$ cat config.mk
export PLATFORM = sky130hd
export DESIGN_NAME = sa_wdata_router
export DESIGN_NICKNAME = d
export VERILOG_FILES = /design/src/rtl/sa_pkg.sv /design/src/rtl/sa_wdata_router_if.sv /design/src/rtl/fifo.sv /design/src/rtl/sa_wdata_burst_ctrl.sv /design/src/rtl/sa_wdata_router.sv
export SDC_FILE = /design/constraint.sdc
export NUM_CORES = 2
export LEC_CHECK = 0
export CAP_MARGIN = 20
export CORE_ASPECT_RATIO = 1.75
export CORE_MARGIN = 2
export CORE_UTILIZATION = 66
export DETAILED_ROUTE_END_ITERATION = 8
export GPL_TIMING_DRIVEN = 0
export MAX_ROUTING_LAYER = met4
export PLACE_DENSITY_LB_ADDON = 0.05
export SLEW_MARGIN = 10
export SYNTH_ARGS = -nofsm -noshare
export SYNTH_HDL_FRONTEND = slang
export SYNTH_SLANG_ARGS = --single-unit
$ cat constraint.sdc
create_clock -name ACLK_i -period 6.6 [get_ports ACLK_i]
set_input_delay 0.99 -clock ACLK_i [delete_from_list [all_inputs] [get_ports ACLK_i]]
set_output_delay 0.99 -clock ACLK_i [all_outputs]
set_load 0.02 [all_outputs]
$ cat src/rtl/sa_pkg.sv
// rtl/sa_pkg.sv - shared types for the slave-arbiter write-data router
package sa_pkg;
  localparam int SA_MST_AMT  = 3;
  localparam int SA_DATA_W   = 32;
  localparam int SA_STRB_W   = SA_DATA_W / 8;
  localparam int SA_LEN_W    = 8;
  localparam int SA_MST_ID_W = (SA_MST_AMT > 1) ? $clog2(SA_MST_AMT) : 1;

  typedef struct packed {
    logic [SA_MST_ID_W-1:0] mst_id;
    logic [SA_LEN_W-1:0]    axlen;
  } order_t;

  typedef struct packed {
    logic [SA_DATA_W-1:0] data;
    logic [SA_STRB_W-1:0] strb;
    logic                 last;
  } beat_t;

  typedef enum logic {
    ST_IDLE  = 1'b0,
    ST_BURST = 1'b1
  } wstate_e;
endpackage

$ cat src/rtl/sa_wdata_router_if.sv
// rtl/sa_wdata_router_if.sv - slave-side W channel bundle
interface sa_wdata_router_if #(
  parameter int DATA_WIDTH = 32
);
  logic [DATA_WIDTH-1:0]   wdata;
  logic [DATA_WIDTH/8-1:0] wstrb;
  logic                    wlast;
  logic                    wvalid;
  logic                    wready;

  modport master (output wdata, output wstrb, output wlast, output wvalid, input wready);
  modport slave  (input wdata, input wstrb, input wlast, input wvalid, output wready);
endinterface

$ cat src/rtl/fifo.sv
// rtl/fifo.sv - generic first-word-fall-through FIFO, push and pop legal together at any occupancy
module fifo #(
  parameter int WIDTH = 8,
  parameter int DEPTH = 16
) (
  input  logic             clk,
  input  logic             resetn,
  input  logic             wr_en,
  input  logic [WIDTH-1:0] wdata,
  input  logic             rd_en,
  output logic [WIDTH-1:0] rdata,
  output logic             full,
  output logic             empty
);
  localparam int AW = (DEPTH > 1) ? $clog2(DEPTH) : 1;

  logic [WIDTH-1:0] mem_q [DEPTH];
  logic [AW-1:0]    wr_ptr_q, wr_ptr_d, rd_ptr_q, rd_ptr_d;
  logic [AW:0]      cnt_q, cnt_d;
  logic             do_wr, do_rd;

  assign full  = (cnt_q == (AW+1)'(DEPTH));
  assign empty = (cnt_q == '0);
  assign rdata = mem_q[rd_ptr_q];
  assign do_rd = rd_en & ~empty;
  // A pop frees the slot, so a push at full is accepted in the same cycle.
  assign do_wr = wr_en & (~full | do_rd);

  always_comb begin
    wr_ptr_d = wr_ptr_q;
    rd_ptr_d = rd_ptr_q;
    cnt_d    = cnt_q;
    if (do_wr) wr_ptr_d = wr_ptr_q + 1'b1;
    if (do_rd) rd_ptr_d = rd_ptr_q + 1'b1;
    cnt_d = cnt_q + (AW+1)'(do_wr) - (AW+1)'(do_rd);
  end

  always_ff @(posedge clk) begin
    if (!resetn) begin
      wr_ptr_q <= '0;
      rd_ptr_q <= '0;
      cnt_q    <= '0;
    end else begin
      wr_ptr_q <= wr_ptr_d;
      rd_ptr_q <= rd_ptr_d;
      cnt_q    <= cnt_d;
    end
  end

  always_ff @(posedge clk) begin
    if (do_wr) mem_q[wr_ptr_q] <= wdata;
  end
endmodule

$ cat src/rtl/sa_wdata_burst_ctrl.sv
// rtl/sa_wdata_burst_ctrl.sv - burst FSM, beat counter, WLAST check and slave output register
module sa_wdata_burst_ctrl
  import sa_pkg::*;
#(
  parameter int MST_AMT = SA_MST_AMT
) (
  input  logic                  clk,
  input  logic                  resetn,
  input  logic                  order_empty,
  input  order_t                order_rdata,
  output logic                  order_pop,
  input  logic [MST_AMT-1:0]    beat_empty,
  input  beat_t                 beat_rdata [MST_AMT],
  output logic [MST_AMT-1:0]    beat_pop,
  sa_wdata_router_if.master     s_w,
  output logic                  wlast_err
);
  wstate_e                state_q, state_d;
  logic [SA_MST_ID_W-1:0] cur_id_q, cur_id_d;
  logic [SA_LEN_W-1:0]    cur_len_q, cur_len_d;
  logic [SA_LEN_W-1:0]    beat_cnt_q, beat_cnt_d;
  logic [SA_DATA_W-1:0]   wdata_q, wdata_d;
  logic [SA_STRB_W-1:0]   wstrb_q, wstrb_d;
  logic                   wlast_q, wlast_d;
  logic                   wvalid_q, wvalid_d;
  logic                   err_q, err_d;

  logic                   in_burst, have_burst, ld, avail, is_last;
  logic [SA_MST_ID_W-1:0] act_id;
  logic [SA_LEN_W-1:0]    act_len, act_cnt;

  // In IDLE the head order entry is used directly, so a new burst forwards its first beat without a bubble.
  assign in_burst   = (state_q == ST_BURST);
  assign have_burst = in_burst | ~order_empty;
  assign act_id     = in_burst ? cur_id_q  : order_rdata.mst_id;
  assign act_len    = in_burst ? cur_len_q : order_rdata.axlen;
  assign act_cnt    = in_burst ? beat_cnt_q : '0;
  assign ld         = ~wvalid_q | s_w.wready;
  assign avail      = have_burst && (int'(act_id) < MST_AMT) && !beat_empty[act_id];
  assign is_last    = (act_cnt == act_len);

  always_comb begin
    state_d    = state_q;
    cur_id_d   = cur_id_q;
    cur_len_d  = cur_len_q;
    beat_cnt_d = beat_cnt_q;
    wdata_d    = wdata_q;
    wstrb_d    = wstrb_q;
    wlast_d    = wlast_q;
    wvalid_d   = wvalid_q;
    err_d      = err_q;
    order_pop  = 1'b0;
    beat_pop   = '0;

    if (!in_burst && !order_empty) begin
      order_pop  = 1'b1;
      state_d    = ST_BURST;
      cur_id_d   = order_rdata.mst_id;
      cur_len_d  = order_rdata.axlen;
      beat_cnt_d = '0;
    end

    if (ld) begin
      if (avail) begin
        beat_pop[act_id] = 1'b1;
        wdata_d  = beat_rdata[act_id].data;
        wstrb_d  = beat_rdata[act_id].strb;
        wlast_d  = is_last;
        wvalid_d = 1'b1;
        if (beat_rdata[act_id].last != is_last) err_d = 1'b1;
        if (is_last) begin
          beat_cnt_d = '0;
          // The order entry was already popped this cycle when the burst started from IDLE.
          if (in_burst && !order_empty) begin
            order_pop = 1'b1;
            cur_id_d  = order_rdata.mst_id;
            cur_len_d = order_rdata.axlen;
          end else begin
            state_d = ST_IDLE;
          end
        end else begin
          beat_cnt_d = act_cnt + 1'b1;
        end
      end else begin
        wvalid_d = 1'b0;
      end
    end
  end

  always_ff @(posedge clk) begin
    if (!resetn) begin
      state_q    <= ST_IDLE;
      cur_id_q   <= '0;
      cur_len_q  <= '0;
      beat_cnt_q <= '0;
      wdata_q    <= '0;
      wstrb_q    <= '0;
      wlast_q    <= 1'b0;
      wvalid_q   <= 1'b0;
      err_q      <= 1'b0;
    end else begin
      state_q    <= state_d;
      cur_id_q   <= cur_id_d;
      cur_len_q  <= cur_len_d;
      beat_cnt_q <= beat_cnt_d;
      wdata_q    <= wdata_d;
      wstrb_q    <= wstrb_d;
      wlast_q    <= wlast_d;
      wvalid_q   <= wvalid_d;
      err_q      <= err_d;
    end
  end

  assign s_w.wdata  = wdata_q;
  assign s_w.wstrb  = wstrb_q;
  assign s_w.wlast  = wlast_q;
  assign s_w.wvalid = wvalid_q;
  assign wlast_err  = err_q;
endmodule

$ cat src/rtl/sa_wdata_router.sv
// rtl/sa_wdata_router.sv - per-master W beat buffering forwarded to one slave in AW order
module sa_wdata_router
  import sa_pkg::*;
#(
  parameter int MST_AMT          = SA_MST_AMT,
  parameter int OUTSTANDING_AMT  = 8,
  parameter int WDATA_FIFO_DEPTH = 16,
  parameter int DATA_WIDTH       = SA_DATA_W,
  parameter int TRANS_DATA_LEN_W = SA_LEN_W,
  parameter int MST_ID_W         = SA_MST_ID_W
) (
  input  logic                            ACLK_i,
  input  logic                            ARESETn_i,
  input  logic [DATA_WIDTH*MST_AMT-1:0]   dsp_WDATA_i,
  input  logic [DATA_WIDTH/8*MST_AMT-1:0] dsp_WSTRB_i,
  input  logic [MST_AMT-1:0]              dsp_WLAST_i,
  input  logic [MST_AMT-1:0]              dsp_WVALID_i,
  input  logic [MST_AMT-1:0]              dsp_slv_sel_i,
  output logic [MST_AMT-1:0]              dsp_WREADY_o,
  input  logic [MST_ID_W-1:0]             AW_mst_id_i,
  input  logic [TRANS_DATA_LEN_W-1:0]     AW_AxLEN_i,
  input  logic                            AW_fifo_order_wr_en_i,
  output logic                            AW_stall_o,
  output logic [DATA_WIDTH-1:0]           s_WDATA_o,
  output logic [DATA_WIDTH/8-1:0]         s_WSTRB_o,
  output logic                            s_WLAST_o,
  output logic                            s_WVALID_o,
  input  logic                            s_WREADY_i,
  output logic                            wlast_err_o
);
  localparam int STRB_W = DATA_WIDTH / 8;

  order_t               order_wdata, order_rdata;
  logic                 order_pop, order_empty;
  beat_t                beat_wdata [MST_AMT];
  beat_t                beat_rdata [MST_AMT];
  logic [MST_AMT-1:0]   beat_push, beat_pop, beat_full, beat_empty;

  sa_wdata_router_if #(.DATA_WIDTH(DATA_WIDTH)) s_w ();

  assign order_wdata.mst_id = AW_mst_id_i;
  assign order_wdata.axlen  = AW_AxLEN_i;

  fifo #(.WIDTH($bits(order_t)), .DEPTH(OUTSTANDING_AMT)) u_order_fifo (
    .clk    (ACLK_i),
    .resetn (ARESETn_i),
    .wr_en  (AW_fifo_order_wr_en_i),
    .wdata  (order_wdata),
    .rd_en  (order_pop),
    .rdata  (order_rdata),
    .full   (AW_stall_o),
    .empty  (order_empty)
  );

  for (genvar m = 0; m < MST_AMT; m++) begin : g_beat
    assign beat_wdata[m].data = dsp_WDATA_i[m*DATA_WIDTH +: DATA_WIDTH];
    assign beat_wdata[m].strb = dsp_WSTRB_i[m*STRB_W +: STRB_W];
    assign beat_wdata[m].last = dsp_WLAST_i[m];
    assign beat_push[m]       = dsp_WVALID_i[m] & dsp_slv_sel_i[m] & ~beat_full[m];

    fifo #(.WIDTH($bits(beat_t)), .DEPTH(WDATA_FIFO_DEPTH)) u_beat_fifo (
      .clk    (ACLK_i),
      .resetn (ARESETn_i),
      .wr_en  (beat_push[m]),
      .wdata  (beat_wdata[m]),
      .rd_en  (beat_pop[m]),
      .rdata  (beat_rdata[m]),
      .full   (beat_full[m]),
      .empty  (beat_empty[m])
    );
  end

  assign dsp_WREADY_o = ~beat_full;

  sa_wdata_burst_ctrl #(.MST_AMT(MST_AMT)) u_burst_ctrl (
    .clk         (ACLK_i),
    .resetn      (ARESETn_i),
    .order_empty (order_empty),
    .order_rdata (order_rdata),
    .order_pop   (order_pop),
    .beat_empty  (beat_empty),
    .beat_rdata  (beat_rdata),
    .beat_pop    (beat_pop),
    .s_w         (s_w),
    .wlast_err   (wlast_err_o)
  );

  assign s_w.wready = s_WREADY_i;
  assign s_WDATA_o  = s_w.wdata;
  assign s_WSTRB_o  = s_w.wstrb;
  assign s_WLAST_o  = s_w.wlast;
  assign s_WVALID_o = s_w.wvalid;
endmodule
== Word level (Yosys, flattened, before mapping) ==
Memory sizes are Yosys's and may differ from the RTL's. A register that Yosys moved wholly into a read port is not among the register bits.
Cells that the tools add are included.
Storage, ports and cells
  register bits after elaboration: 107
  latch bits: 0
  RAM bits: 1856
  bits in read-only memories: 0
  input bits: 131
  output and inout bits: 43
  word-level logic and storage cells: 150
  memories: 4
Cells by class
  add/sub/neg operators: 17
  multipliers: 0
  div/mod/pow operators: 0
  $lt $le $gt $ge: 4
  equal/unequal tests: 6
  shifts and indexed selects: 0
  multiplexer cells: 53
  bitwise gates (word level): 31
  reductions and logical operators: 14
Memory list
  g_beat[0].u_beat_fifo.mem_q: words 16, width 37, rd ports 1, clocked after Yosys merged registers in 1, write ports 1, line fifo.sv:17  | logic [WIDTH-1:0] mem_q [DEPTH];
  g_beat[1].u_beat_fifo.mem_q: words 16, width 37, rd ports 1, clocked after Yosys merged registers in 1, write ports 1, line fifo.sv:17
  g_beat[2].u_beat_fifo.mem_q: words 16, width 37, rd ports 1, clocked after Yosys merged registers in 1, write ports 1, line fifo.sv:17
  u_order_fifo.mem_q: words 8, width 10, rd ports 1, clocked after Yosys merged registers in 1, write ports 1, line fifo.sv:17
Operators with widths (number)
  8-bit two-way mux: 11
  37-bit binary-select mux with 2-bit select: 1
  37-bit two-way mux: 2
  4-bit by 1-bit adder with 4-bit output, second input constant: 6
  4-bit two-way mux: 6
  1-bit two-way mux: 21
  5-bit by 1-bit adder with 5-bit output: 3
  5-bit == test, second input constant: 3
  5-bit logical NOT: 3
  5-bit by 1-bit subtractor with 5-bit output: 3
  1-bit AND: 14
  2-bit two-way mux: 6
  3-bit two-way mux: 4
  1-bit inverter: 9
  8-bit by 1-bit adder with 8-bit output, second input constant: 1
  8-bit == test: 1
  3-bit by 1-bit adder with 3-bit output, second input constant: 2
  1-bit bitwise OR: 6
  1-bit logical AND: 5
  4-bit by 1-bit adder with 4-bit output: 1
  4-bit == test, second input constant: 1
  4-bit logical NOT: 1
  4-bit by 1-bit subtractor with 4-bit output: 1
  3-bit greater-or-equal comparator, second input constant: 1
  other kinds (11): 13

== Logic depth before layout (Yosys ltp) ==
  depth after elaboration: 13
  gate-level depth with buffers: 19
  mapped depth without buffers: 16

== By module ==
From an unflattened synthesis, not the netlist that was laid out.
Unflattened totals
  cell total of the unflattened synthesis: 3589
  area total of the unflattened synthesis: 75824.0 sq um
By module, submodules not included
  fifo (g_beat[0].u_beat_fifo ...): times used 3, cells an instance 1015, area each 23052.1 sq um, sequential area each 18117.4 sq um
  fifo (u_order_fifo): times used 1, cells an instance 208, area each 3767.4 sq um, sequential area each 2662.6 sq um
  sa_wdata_burst_ctrl: times used 1, cells an instance 330, area each 2862.7 sq um, sequential area each 1161.1 sq um
  sa_wdata_router: times used 1, cells an instance 6, area each 37.5 sq um, sequential area each 0.0 sq um

== Least setup slack after synthesis ==
Ideal clock, no wire load.
  path kind: input to register
  start point: in dsp_WVALID_i[1]
  end point: mem g_beat[1].u_beat_fifo.mem_q[3][0] (netlist bit), enable pin
  library setup time: 0.477 ns
  arrival time: 4.118 ns
  data required time: 6.123 ns
  path slack: 2.005 ns
  stages: 4
  path buffers: 1
  cells stage by stage: and3_1 -> clkbuf_1 -> nand2_1 -> nor3_1
On the way
  cells in the longest elaborated chain, start to end: 5
Ends and longest elaborated chain
  start: declaration: line sa_wdata_router.sv:17  | input logic [MST_AMT-1:0] dsp_WVALID_i,
  1-bit AND (2 in series): line sa_wdata_router.sv:59  | assign beat_push[m] = dsp_WVALID_i[m] & dsp_slv_sel_i[m] & ~beat_full[m];
  1-bit AND: line fifo.sv:27  | assign do_wr = wr_en & (~full | do_rd);
  net g_beat[1].u_beat_fifo.do_wr: line fifo.sv:20  | logic do_wr, do_rd;
  1-bit two-way mux: line fifo.sv:51  | if (do_wr) mem_q[wr_ptr_q] <= wdata;
  1-bit two-way mux (implied by the code): line fifo.sv:51
  end: declaration: line fifo.sv:17
The timed path passes the listed nets, and every way through them passes these cells.

==> results <==
- By area the synthesized netlist is led by sky130_fd_sc_hd__edfxtp_1, sky130_fd_sc_hd__mux4_2, sky130_fd_sc_hd__dfxtp_1.
- The routed metal-1 wire length is 61.1 mm.
- For this run, the number of Yosys warnings is 0.
- After global routing the overflow that remains totals 0.
- The mux cell area share after synthesis is 0.175.
- The detail route stage leaves a number of antenna-violating nets equal to 0.
- The leakage power total is 27.0 nW.
- The layout cell share with drive strength beyond 1 is 0.264.
- Of the total synthesized cell area, the portion taken by AND, OR, NAND and NOR gates is 0.0248.
- For the finished layout, the period the worst path requires is 4.59 ns.
- The total area inside the core boundary comes to 0.115 sq mm.
- The number of core rows is 165.
- The post-detailed-routing wire length is 189 mm.
- The path class of the tightest hold or removal check is reg2reg.
- The congestion estimate from routability-driven global placement came to 0.867.
- The detailed router finished its first iteration with 4411 violations.
- The share of synthesized area in the top cell type comes to 0.731.
- After the flow finishes, the layout carries non-filler instances totaling 5558.
- After legalization and detailed placement, the total HPWL measured 129 mm.
- The routed length per instance is 33.9 microns.
- Setup repair after global routing left no endpoint under its margin.
- The number of global-route vias before repair is 39400.
- The xor/xnor share of the synthesized area is 0.00437.
- In the routed design, unresolved DRC markers number 0.
- The number of different library cells used by synthesis comes to 58.
- At the end of the flow the core is filled with cells to 0.764.
- The slew of the pin with the lowest slew margin is 1.17 ns.
- The die height is 454 microns.
- The via count of the routed design is 37500.
- Synthesis inferred 1978 register bits.
- The number of hold violations in the final report is 0.
- The number of inserted filler cells in the final layout is 5824.
- The number of antenna violations at the first check in global routing is 13.
- The share of flip-flops with an asynchronous set or reset is 0.
- The number of nets handed over by synthesis was 3584.
- The average instance in the mapped netlist occupies 22.4 sq um.
- The most used flip-flop cell after synthesis is sky130_fd_sc_hd__edfxtp_1.
- The global-route usage over all layers is 0.339.
- Based on the critical path, the design can be clocked at up to 218 MHz.
- The number of buffers created by CTS is 164.
- The tree is rooted in a sky130_fd_sc_hd__clkbuf_16.
- The maximum number of buffers from clock root to sink is 3.
- The global-route wire length before repair is 269 mm.
- The count of buffers added by post-CTS timing repair for setup is 0.
- The clock reaches the later pin of the worst-skew pair after 0.80 ns.
- The critical path is of the reg2reg type.
- The total number of nets in the final design is 4081.
- STA classifies the critical path endpoint as a flop.
- TritonCTS built the clock tree.
- The largest net degree at the start of global routing is 22.
- The synthesized-area fraction occupied by adder cells is 0.00778.
- Hold repair after CTS inserted 0 buffers.
- The cell type contributing the most total cell area after synthesis is sky130_fd_sc_hd__edfxtp_1.
- The worst ir drop on vdd is 0.286 mV.
- Max-cap violations in this run came to 0.
- Clock-pin slew was measured on the worst setup and hold paths at 0.06 ns.
- The H-tree generated during clock tree synthesis spans 4 levels.
- The number of input and output port buffers inserted is 172.
- The detailed router used layers up to and including met4.
- 174 I/O pins were placed.
- The largest fanout of any net on the critical path is 10.
- The clock drives 1978 sinks.
- The die width is 261 microns.
- Of the synthesized area, sequential elements account for 0.763.
- Data on the critical path arrives at its endpoint at 5.30 ns.
- The number of placed instances, taps included is 5220.
- STA puts the critical path data required time at 7.31 ns.
- The number of instances resized during post-cts repair is 0.
- The count of flip-flops with a built-in enable after synthesis is 1856.
- The worst setup path is launched from a flop.
- The met3 wire length is 13.9 mm.
- The post-synthesis compound-gate area fraction is 0.0131.
- By area, the combinational part of the netlist is dominated by multiplexers.
- From synthesis to final layout, the design area changed by 15.2%.
- The number of max-slew violations in the final report came to 0.
- For this configuration, the core starts out at a cell density of 0.663.
- The cell area power density is 336 mW/mm^2.
- On the final layout, the worst clock skew is 0.0268 ns.
- The routed length on met2 is 106 mm.
- The via density per instance is 6.75.
- The relative slew slack is 0.217.
- Setup violations remaining at the end of the flow were counted as 0.
- The area of the mapped netlist is 0.0762 sq mm.
- The number of standard cells after synthesis is 3408.
- The flow ran to the end, and the final reports show no timing, DRC or antenna violations.
- The number of optimization iterations in the first detailed-route pass is 6.
- The die covers 0.118 sq mm.
- Dividing the final minimum period by the clock period gives 0.696.
Yosys cell counts, types with 6 or more instances:
cell type,instances
sky130_fd_sc_hd__nor2b_1,26
sky130_fd_sc_hd__nand2_1,42
sky130_fd_sc_hd__mux4_2,573
sky130_fd_sc_hd__a2111oi_2,20
sky130_fd_sc_hd__inv_1,38
sky130_fd_sc_hd__xor2_1,15
sky130_fd_sc_hd__o21ai_0,22
sky130_fd_sc_hd__ha_1,41
sky130_fd_sc_hd__mux2_2,7
sky130_fd_sc_hd__clkbuf_1,114
sky130_fd_sc_hd__xnor2_1,23
sky130_fd_sc_hd__a2111oi_0,8
sky130_fd_sc_hd__or3_1,7
sky130_fd_sc_hd__mux2i_1,32
sky130_fd_sc_hd__nor3_1,27
sky130_fd_sc_hd__nor4b_1,6
sky130_fd_sc_hd__nand3_1,21
sky130_fd_sc_hd__a211oi_1,8
sky130_fd_sc_hd__a21oi_1,45
sky130_fd_sc_hd__and2_1,62
sky130_fd_sc_hd__dfxtp_1,122
sky130_fd_sc_hd__nor2_1,140
sky130_fd_sc_hd__edfxtp_1,1856
sky130_fd_sc_hd__buf_2,8
sky130_fd_sc_hd__nand4_1,11
sky130_fd_sc_hd__buf_6,6
sky130_fd_sc_hd__buf_1,52
sky130_fd_sc_hd__nand2b_1,12
layer usage:
layer	track usage	vias to the layer above
met4	0.134	0
met5	-	-
met2	0.599	1938
met3	0.0651	471
li1	-	15300
met1	0.378	19800
path summary, 6_finish.rpt:
path | start | to | slack (ns) | cells past startpoint
worst max-delay path | flop | g_beat[1].u_beat_fifo.cnt_q[4] | 2.01 | 16
worst max register to register | flop | g_beat[1].u_beat_fifo.cnt_q[4] | 2.01 | 16
worst min-delay path | g_beat[1].u_beat_fifo.rd_ptr_q[3] | g_beat[1].u_beat_fifo.rd_ptr_q[3] | 0.49 | 2
worst min register to register | g_beat[1].u_beat_fifo.rd_ptr_q[3] | g_beat[1].u_beat_fifo.rd_ptr_q[3] | 0.49 | 2
cell type report:
class / count / area (sq um) / area share
clock buffer: 211 / 4420 / 0.0503
buffer: 180 / 733 / 0.00835
tap: 1503 / 1880 / 0.0214
sequential: 1978 / 58200 / 0.662
multi-input combinational: 1211 / 17500 / 0.200
clock inverter: 89 / 771 / 0.00877
antenna: 16 / 40.0 / 0.000456
inverter: 39 / 146 / 0.00167
timing repair buffer: 331 / 4140 / 0.0471
sequential cells by signal (all words and copies together), names as in the netlist, named ones only:
name	cells
u_burst_ctrl.s_w.wstrb	4
g_beat.u_beat_fifo.rd_ptr_q	12
u_order_fifo.mem_q	80
u_order_fifo.rd_ptr_q	3
u_burst_ctrl.s_w.wdata	32
u_burst_ctrl.in_burst	1
u_burst_ctrl.cur_len_q	8
g_beat.u_beat_fifo.cnt_q	15
u_order_fifo.cnt_q	4
u_burst_ctrl.s_w.wvalid	1
u_order_fifo.wr_ptr_q	3
u_burst_ctrl.s_w.wlast	1
g_beat.u_beat_fifo.wr_ptr_q	12
g_beat.u_beat_fifo.mem_q	1776
u_burst_ctrl.wlast_err	1
u_burst_ctrl.cur_id_q	2
u_burst_ctrl.beat_cnt_q	8
critical path, cell delays in order, from the launching register on:
cell and delay, ns:
sky130_fd_sc_hd__dfxtp_1 0.34, sky130_fd_sc_hd__buf_6 0.15, sky130_fd_sc_hd__buf_2 0.30, sky130_fd_sc_hd__mux2i_1 0.26, sky130_fd_sc_hd__mux4_2 0.29, sky130_fd_sc_hd__o21ai_1 0.18, sky130_fd_sc_hd__or4_1 0.63, sky130_fd_sc_hd__inv_1 0.23
sky130_fd_sc_hd__clkbuf_1 0.48, sky130_fd_sc_hd__ha_1 0.22, sky130_fd_sc_hd__inv_1 0.04, sky130_fd_sc_hd__ha_1 0.20, sky130_fd_sc_hd__fa_1 0.43, sky130_fd_sc_hd__a21oi_1 0.17, sky130_fd_sc_hd__nor2_1 0.06, sky130_fd_sc_hd__or3_1 0.36
sky130_fd_sc_hd__a21oi_1 0.18
report_power, final:
group | switching (mW) | internal, mW
sequential | 0.197 | 14.0
combinational | 3.13 | 2.60
clock | 4.33 | 5.18
kinds of logic after synthesis:
logic type                 after synthesis
DFF                                   1978
muxes                                  617
and+or+nand+nor                        378
buffers and inverters                  219
AOI/OAI and AO/OA                      133
adders and majority gates               45
xor gates and xnor gates                38
layout by cell type, fill, tap and decap left out, types with 14 or more instances in the layout:
master and instances:
sky130_fd_sc_hd__xor2_1 15, sky130_fd_sc_hd__and2_1 62, sky130_fd_sc_hd__nand2_1 42, sky130_fd_sc_hd__buf_12 36, sky130_fd_sc_hd__buf_4 49, sky130_fd_sc_hd__buf_1 51, sky130_fd_sc_hd__clkbuf_16 168, sky130_fd_sc_hd__ha_1 41
sky130_fd_sc_hd__clkbuf_1 151, sky130_fd_sc_hd__a2111oi_2 20, sky130_fd_sc_hd__nand3_1 21, sky130_fd_sc_hd__nor2b_1 26, sky130_fd_sc_hd__clkdlybuf4s50_1 172, sky130_fd_sc_hd__edfxtp_1 1856, sky130_fd_sc_hd__nor2_4 36, sky130_fd_sc_hd__a21oi_1 45
sky130_fd_sc_hd__nor3_2 14, sky130_fd_sc_hd__dfxtp_1 122, sky130_fd_sc_hd__diode_2 16, sky130_fd_sc_hd__buf_16 29, sky130_fd_sc_hd__clkinv_2 26, sky130_fd_sc_hd__mux4_2 573, sky130_fd_sc_hd__mux2i_1 32, sky130_fd_sc_hd__xnor2_1 23
sky130_fd_sc_hd__nor2_1 104, sky130_fd_sc_hd__buf_6 43, sky130_fd_sc_hd__clkinv_1 32, sky130_fd_sc_hd__o21ai_0 22, sky130_fd_sc_hd__inv_1 38
stage by stage:
step | hold slack, ns | setup slack (ns) | cell area, sq um | setup TNS (ns) | total power [mW]
6_report | 0.492 | 2.01 | 87800 | 0 | 29.5
5_1_grt | 0.511 | 1.78 | 87800 | 0 | 30.4
4_1_cts | 0.497 | 1.99 | 87500 | 0 | 29.5
3_5_place_dp | 0.488 | 1.43 | 82400 | 0 | 20.2
3_3_place_gp | 0.466 | -2.24 | 79800 | -905.19 | 19.9
2_1_floorplan | 0.459 | 2.01 | 76200 | 0 | 18.2
(Power assumes the default switching activity.)
